**src/rtl/mul_err_pkg.sv**
```systemverilog
// Shared definitions for the approximate-multiplier error sweep: FSM encoding,
// parameter defaults and product/counter width helpers.
package mul_err_pkg;

    localparam int unsigned WDef    = 8;
    localparam int unsigned LatDef  = 0;
    localparam int unsigned AccWDef = 32;

    typedef enum logic [1:0] {
        StIdle,
        StRun,
        StDrain,
        StDone
    } sweep_state_e;

    // Product width
    function automatic int unsigned pw_of(int unsigned w);
        return 2 * w;
    endfunction

    // Sample/error counter width: holds 2^(2W) exactly
    function automatic int unsigned cw_of(int unsigned w);
        return 2 * w + 1;
    endfunction

endpackage

```
**src/rtl/op_sweep_gen.sv**
```systemverilog
// Operand pair counter: b is the inner index, a advances when b wraps.
module op_sweep_gen #(
    parameter int unsigned W = 8
) (
    input  logic         clk,
    input  logic         rst_n,
    input  logic         en_i,
    input  logic         clr_i,
    output logic [W-1:0] op_a_o,
    output logic [W-1:0] op_b_o,
    output logic         last_o
);

    logic [W-1:0] a_q, a_d;
    logic [W-1:0] b_q, b_d;

    always_comb begin
        a_d = a_q;
        b_d = b_q;
        if (clr_i) begin
            a_d = '0;
            b_d = '0;
        end else if (en_i) begin
            b_d = b_q + W'(1);
            if (&b_q) begin
                a_d = a_q + W'(1);
            end
        end
    end

    always_ff @(posedge clk or negedge rst_n) begin
        if (!rst_n) begin
            a_q <= '0;
            b_q <= '0;
        end else begin
            a_q <= a_d;
            b_q <= b_d;
        end
    end

    assign op_a_o = a_q;
    assign op_b_o = b_q;
    assign last_o = (&a_q) & (&b_q);

endmodule

```
**src/rtl/mul_err_sweep.sv**
```systemverilog
// Exhaustive sweep of a W x W multiplier-under-test: issues every operand pair, aligns the
// returned product with its operands and accumulates error-distance statistics on chip.
module mul_err_sweep
    import mul_err_pkg::*;
#(
    parameter int unsigned W     = WDef,
    parameter int unsigned LAT   = LatDef,
    parameter int unsigned ACC_W = AccWDef
) (
    input  logic                  clk,
    input  logic                  rst_n,
    input  logic                  start,
    output logic                  busy,
    output logic                  done,
    output logic [W-1:0]          op_a,
    output logic [W-1:0]          op_b,
    input  logic [pw_of(W)-1:0]   prod_in,
    output logic [cw_of(W)-1:0]   sample_cnt,
    output logic [cw_of(W)-1:0]   err_cnt,
    output logic [ACC_W-1:0]      sum_ed,
    output logic [pw_of(W)-1:0]   max_ed,
    output logic [W-1:0]          max_a,
    output logic [W-1:0]          max_b
);

    localparam int unsigned PW = pw_of(W);
    localparam int unsigned CW = cw_of(W);
    localparam int unsigned TW = 2 * W + 2;

    sweep_state_e state_q, state_d;
    logic         start_acc;
    logic         issue_vld;
    logic         gen_last;

    logic          cmp_vld_q, cmp_last_q;
    logic [W-1:0]  cmp_a_q, cmp_b_q;
    logic [PW-1:0] cmp_exact_q, cmp_prod_q;
    logic [PW-1:0] ed;

    logic [CW-1:0]    sample_q, err_q;
    logic [ACC_W-1:0] sum_q;
    logic [PW-1:0]    max_ed_q;
    logic [W-1:0]     max_a_q, max_b_q;

    always_comb begin
        state_d   = state_q;
        start_acc = 1'b0;
        unique case (state_q)
            StIdle, StDone: begin
                if (start) begin
                    start_acc = 1'b1;
                    state_d   = StRun;
                end
            end
            StRun: begin
                if (gen_last) state_d = StDrain;
            end
            StDrain: begin
                // The last pair is in the compare stage; it accumulates on this edge
                if (cmp_vld_q && cmp_last_q) state_d = StDone;
            end
            default: state_d = StIdle;
        endcase
    end

    always_ff @(posedge clk or negedge rst_n) begin
        if (!rst_n) state_q <= StIdle;
        else        state_q <= state_d;
    end

    assign issue_vld = (state_q == StRun);
    assign busy      = (state_q == StRun) || (state_q == StDrain);
    assign done      = (state_q == StDone);

    op_sweep_gen #(
        .W (W)
    ) u_gen (
        .clk    (clk),
        .rst_n  (rst_n),
        .en_i   (issue_vld && !gen_last),
        .clr_i  (start_acc),
        .op_a_o (op_a),
        .op_b_o (op_b),
        .last_o (gen_last)
    );

    // Issue-side delay line so operands meet their product LAT cycles later
    logic [TW-1:0] tap_in, tap_out;
    assign tap_in = {issue_vld, gen_last, op_a, op_b};

    if (LAT == 0) begin : g_comb
        assign tap_out = tap_in;
    end else begin : g_line
        logic [TW-1:0] line_q [LAT];
        always_ff @(posedge clk or negedge rst_n) begin
            if (!rst_n) begin
                for (int unsigned i = 0; i < LAT; i++) line_q[i] <= '0;
            end else begin
                line_q[0] <= tap_in;
                for (int unsigned i = 1; i < LAT; i++) line_q[i] <= line_q[i-1];
            end
        end
        assign tap_out = line_q[LAT-1];
    end

    always_ff @(posedge clk or negedge rst_n) begin
        if (!rst_n) begin
            cmp_vld_q   <= 1'b0;
            cmp_last_q  <= 1'b0;
            cmp_a_q     <= '0;
            cmp_b_q     <= '0;
            cmp_exact_q <= '0;
            cmp_prod_q  <= '0;
        end else begin
            cmp_vld_q   <= tap_out[TW-1];
            cmp_last_q  <= tap_out[TW-2];
            cmp_a_q     <= tap_out[2*W-1:W];
            cmp_b_q     <= tap_out[W-1:0];
            cmp_exact_q <= PW'(tap_out[2*W-1:W]) * PW'(tap_out[W-1:0]);
            cmp_prod_q  <= prod_in;
        end
    end

    assign ed = (cmp_prod_q >= cmp_exact_q) ? (cmp_prod_q - cmp_exact_q)
                                            : (cmp_exact_q - cmp_prod_q);

    always_ff @(posedge clk or negedge rst_n) begin
        if (!rst_n) begin
            sample_q <= '0;
            err_q    <= '0;
            sum_q    <= '0;
            max_ed_q <= '0;
            max_a_q  <= '0;
            max_b_q  <= '0;
        end else if (start_acc) begin
            sample_q <= '0;
            err_q    <= '0;
            sum_q    <= '0;
            max_ed_q <= '0;
            max_a_q  <= '0;
            max_b_q  <= '0;
        end else if (cmp_vld_q) begin
            sample_q <= sample_q + CW'(1);
            if (ed != '0) err_q <= err_q + CW'(1);
            sum_q <= sum_q + ACC_W'(ed);
            // Strictly greater: ties keep the earliest pair
            if (ed > max_ed_q) begin
                max_ed_q <= ed;
                max_a_q  <= cmp_a_q;
                max_b_q  <= cmp_b_q;
            end
        end
    end

    assign sample_cnt = sample_q;
    assign err_cnt    = err_q;
    assign sum_ed     = sum_q;
    assign max_ed     = max_ed_q;
    assign max_a      = max_a_q;
    assign max_b      = max_b_q;

endmodule

```
**config.mk**
```make
export PLATFORM = sky130hd
export DESIGN_NAME = mul_err_sweep
export DESIGN_NICKNAME = d
export VERILOG_FILES = /design/src/rtl/mul_err_pkg.sv /design/src/rtl/op_sweep_gen.sv /design/src/rtl/mul_err_sweep.sv
export SDC_FILE = /design/constraint.sdc
export NUM_CORES = 1
export LEC_CHECK = 0
export CAP_MARGIN = 20
export CORE_MARGIN = 4
export CORE_UTILIZATION = 50
export CTS_CLUSTER_DIAMETER = 40
export DETAILED_ROUTE_END_ITERATION = 7
export PLACE_DENSITY = 0.78
export SLEW_MARGIN = 0
export SYNTH_ARGS = -nofsm -noshare
export SYNTH_HDL_FRONTEND = slang
export SYNTH_SLANG_ARGS = --single-unit
export TNS_END_PERCENT = 30
```
**constraint.sdc**
```tcl
create_clock -name clk -period 8.2 [get_ports clk]
set_input_delay 0.82 -clock clk [delete_from_list [all_inputs] [get_ports clk]]
set_output_delay 0.82 -clock clk [all_outputs]
set_load 0.05 [all_outputs]
```
==> metrics.cfg <==
[outcome]
status = finished clean

[drt]
drt-initial-drc-count = 784
drc = 0
routed_wl_mm = 30.4
wl_per_cell_um = 17.6
final_antenna_net_count = 0
detail_route.first_pass.iterations = 7
vias = 9876
viasPerCell = 5.71

[finish]
nFillCells = 2008
antenna-diode-count = 0
areaGrowthSynthToFinish_pct = 17.9
fin_nets = 1568
final_util_pct = 60.3
post-route-cell-area_mm2 = 0.0142
drive_above_1_share_pct = 5.10

[grt]
overflow = 0
grt_pass1_wl_mm = 50.3
grtUsageTotal_pct = 23.3
antenna_found_initial = 0
grt_max_degree = 71
grt_pass1_vias = 9638

[floorplanning]
rows = 56
ios = 135
die_h_um = 163
core_region_area_mm2 = 0.0235
dieArea_mm2 = 0.0266
initial_core_util_pct = 51.1
die_w_um = 163

[timing]
slew_viol_final = 0
period_needed_ps = 5640
setup_tns_ps = 0
fmax_ghz = 0.177
setup_viol = 0
worst_pin_slew_ps = 1080
rsz0062_at_grt = false
relSlewSlack_pct = 28.1
hold_viol = 0
min_period_over_period_pct = 68.7
skew_ps = 13.7

[power]
p_per_area_mw_per_mm2 = 242
vdd_ir_drop_max_mv = 0.169
p_leak_nw = 6.76

[clock_network]
cts_hold_buffers = 0
cts_buffers = 17
cts.repair.resized = 0
clkTransAtPathRegs_ps = 80
cts_root_buf = clkbuf_16
clk_latency_ps = 440
tritoncts = yes
htreeDepth = 4
cts_setup_buffers = 0
clockBufferDepth = 2
cts.sinks = 166

[logic_synthesis]
synth_top_family_by_area = simple AND/OR/NAND/NOR gates
synth_top_area_share_pct = 34.5
synth-compound-area-share_pct = 14.8
syn_area_mm2 = 0.0120
yosysTopAreaCell = dfrtp_1
muxShareOfSynthArea_pct = 3.33
ys_seq_elements = 166
ys_seq_area_share_pct = 34.5
synth.avg_cell_area_um2 = 9.27
synth-main-ff-cell = dfrtp_1
syn_nets = 1466
synth_cell_types = 74
synth-simple-area-share_pct = 18.3
synth_area_leaders = dfrtp_1, ha_1, fa_1
synthXorXnorAreaFrac_pct = 4.66
postSynthCellCount = 1297
synth_most_common_cell = dfrtp_1
synth_edf_count = 0
synthArstFlopShare_pct = 100
synth_fa_ha_area_share_pct = 18.0
synth_common_cells = dfrtp_1, nor2_1, inv_1
yosys_warnings = 0

[worst_hold_path]
hold_path_class = in -> async

[placement]
dp_hpwl_mm = 22.7
gp_congestion = 0.946
placed_area_mm2 = 0.0136
port_buffers = 134

[critical_path]
r2r_cells = 17
arrival_ps = 5990
reg2reg_setup_slack_ps = 2560
endpoint_kind = flop
critPathKind = reg -> reg
cp_max_fo = 12
startpoint_type = flop
cp.required_ps = 8550
r2r-start = cmp_exact_q[10]
r2r-end = sum_ed[31]

[run]
maxCapViolCount = 0

==> worst max-delay path: stages (launching register included) <==
cell       delay, ps
dfrtp_1          350
inv_1             50
ha_1             450
a21oi_1          290
a211oi_1         150
a211oi_2         530
nand2_2          290
a21oi_1          450
ha_1             320
a21o_1           160
a21o_1           210
a2111oi_0        750
o211ai_1         270
a41oi_1          400
o21ai_0          220
nand4_1          350
o21ai_0          160
a21oi_1          170
==> metrics by stage <==
step | total power [mW] | cells | setup WS, ps | hold slack [ps]
6_report | 3.43 | 1731 | 2560 | 369
3_5_place_dp | 2.61 | 1699 | 2690 | 477
3_3_place_gp | 2.57 | 1699 | 2790 | 465
5_1_grt | 3.61 | 1731 | 2030 | 410
4_1_cts | 3.44 | 1731 | 2620 | 384
2_1_floorplan | 2.15 | 1297 | 3390 | 461
==> final cells by class <==
class                   instances  area (µm²)  area share, %
repair buffers                142        1400           9.89
clock inverters                15         193           1.36
flip-flops and latches        166        4150           29.3
clock buffers                  17         425           3.00
well taps                     319         399           2.81
multi-input cells             941        7120           50.2
inverters                     131         492           3.47
==> power breakdown <==
part	internal, mW	switching [mW]	total, mW	leakage, nW
sequential	0.931	0.131	1.06	2.23
clock	0.418	0.412	0.830	0.296
combinational	0.534	1.01	1.54	4.23
total	1.88	1.55	3.43	6.76
==> layer usage <==
metal,track usage [%],vias up,part of all wire [%]
met5,0,-,0
met4,6.37,0,1.8
met3,3.10,39,4.6
met2,38.7,289,49
met1,32.3,4872,44
li1,-,4676,-
==> cell usage in the layout (no fill, tap or decap), types with 8 or more instances in the layout <==
master,synthesis,routed
dfrtp_1,166,166
nor2_1,143,142
clkdlybuf4s50_1,0,133
inv_1,131,131
ha_1,111,111
nand2_1,101,101
a21oi_1,50,50
o21ai_0,45,45
and2_1,40,40
mux2i_1,40,40
fa_1,39,39
xnor2_1,34,34
and3_1,33,33
xor2_1,30,30
nor2b_1,28,28
nand3_1,22,22
nand4_1,19,19
a211oi_1,18,18
a41oi_1,18,18
clkbuf_16,0,17
a21o_1,16,16
or3_1,16,16
o21a_1,13,13
nor3_1,13,13
o41ai_1,11,11
nor4_1,9,9
buf_4,6,8
==> flip-flops by register name, indices dropped and copies added (netlist names) <==
name	flops
u_gen.op_b_o	8
u_gen.op_a_o	8
max_b	8
err_cnt	17
state_q	2
cmp_exact_q	16
cmp_prod_q	16
sample_cnt	17
cmp_a_q	8
max_a	8
sum_ed	32
cmp_last_q	1
cmp_vld_q	1
cmp_b_q	8
max_ed	16
==> how the worst max path moves through the flow <==
stage	cells after the start	start	slack, ps	endpoint
after floorplan	17	u_gen.op_b_o[7]	3390	cmp_exact_q[15]
after global placement	17	cmp_prod_q[4]	2790	sum_ed[31]
after detailed placement	17	cmp_exact_q[10]	2690	sum_ed[31]
after CTS	17	cmp_exact_q[10]	2620	sum_ed[31]
after global routing	17	cmp_exact_q[10]	2030	sum_ed[31]
final	17	cmp_exact_q[10]	2560	sum_ed[31]
==> cells by family after synthesis <==
kind of cell,Yosys count
flip-flops,166
XOR/XNOR,64
adder cells (fa/ha/maj),150
AND/OR/NAND/NOR,445
multiplexers,40
AO/OA/AOI/OAI,242
buffers and inverters,190
Power figures use the tool's default switching activity.
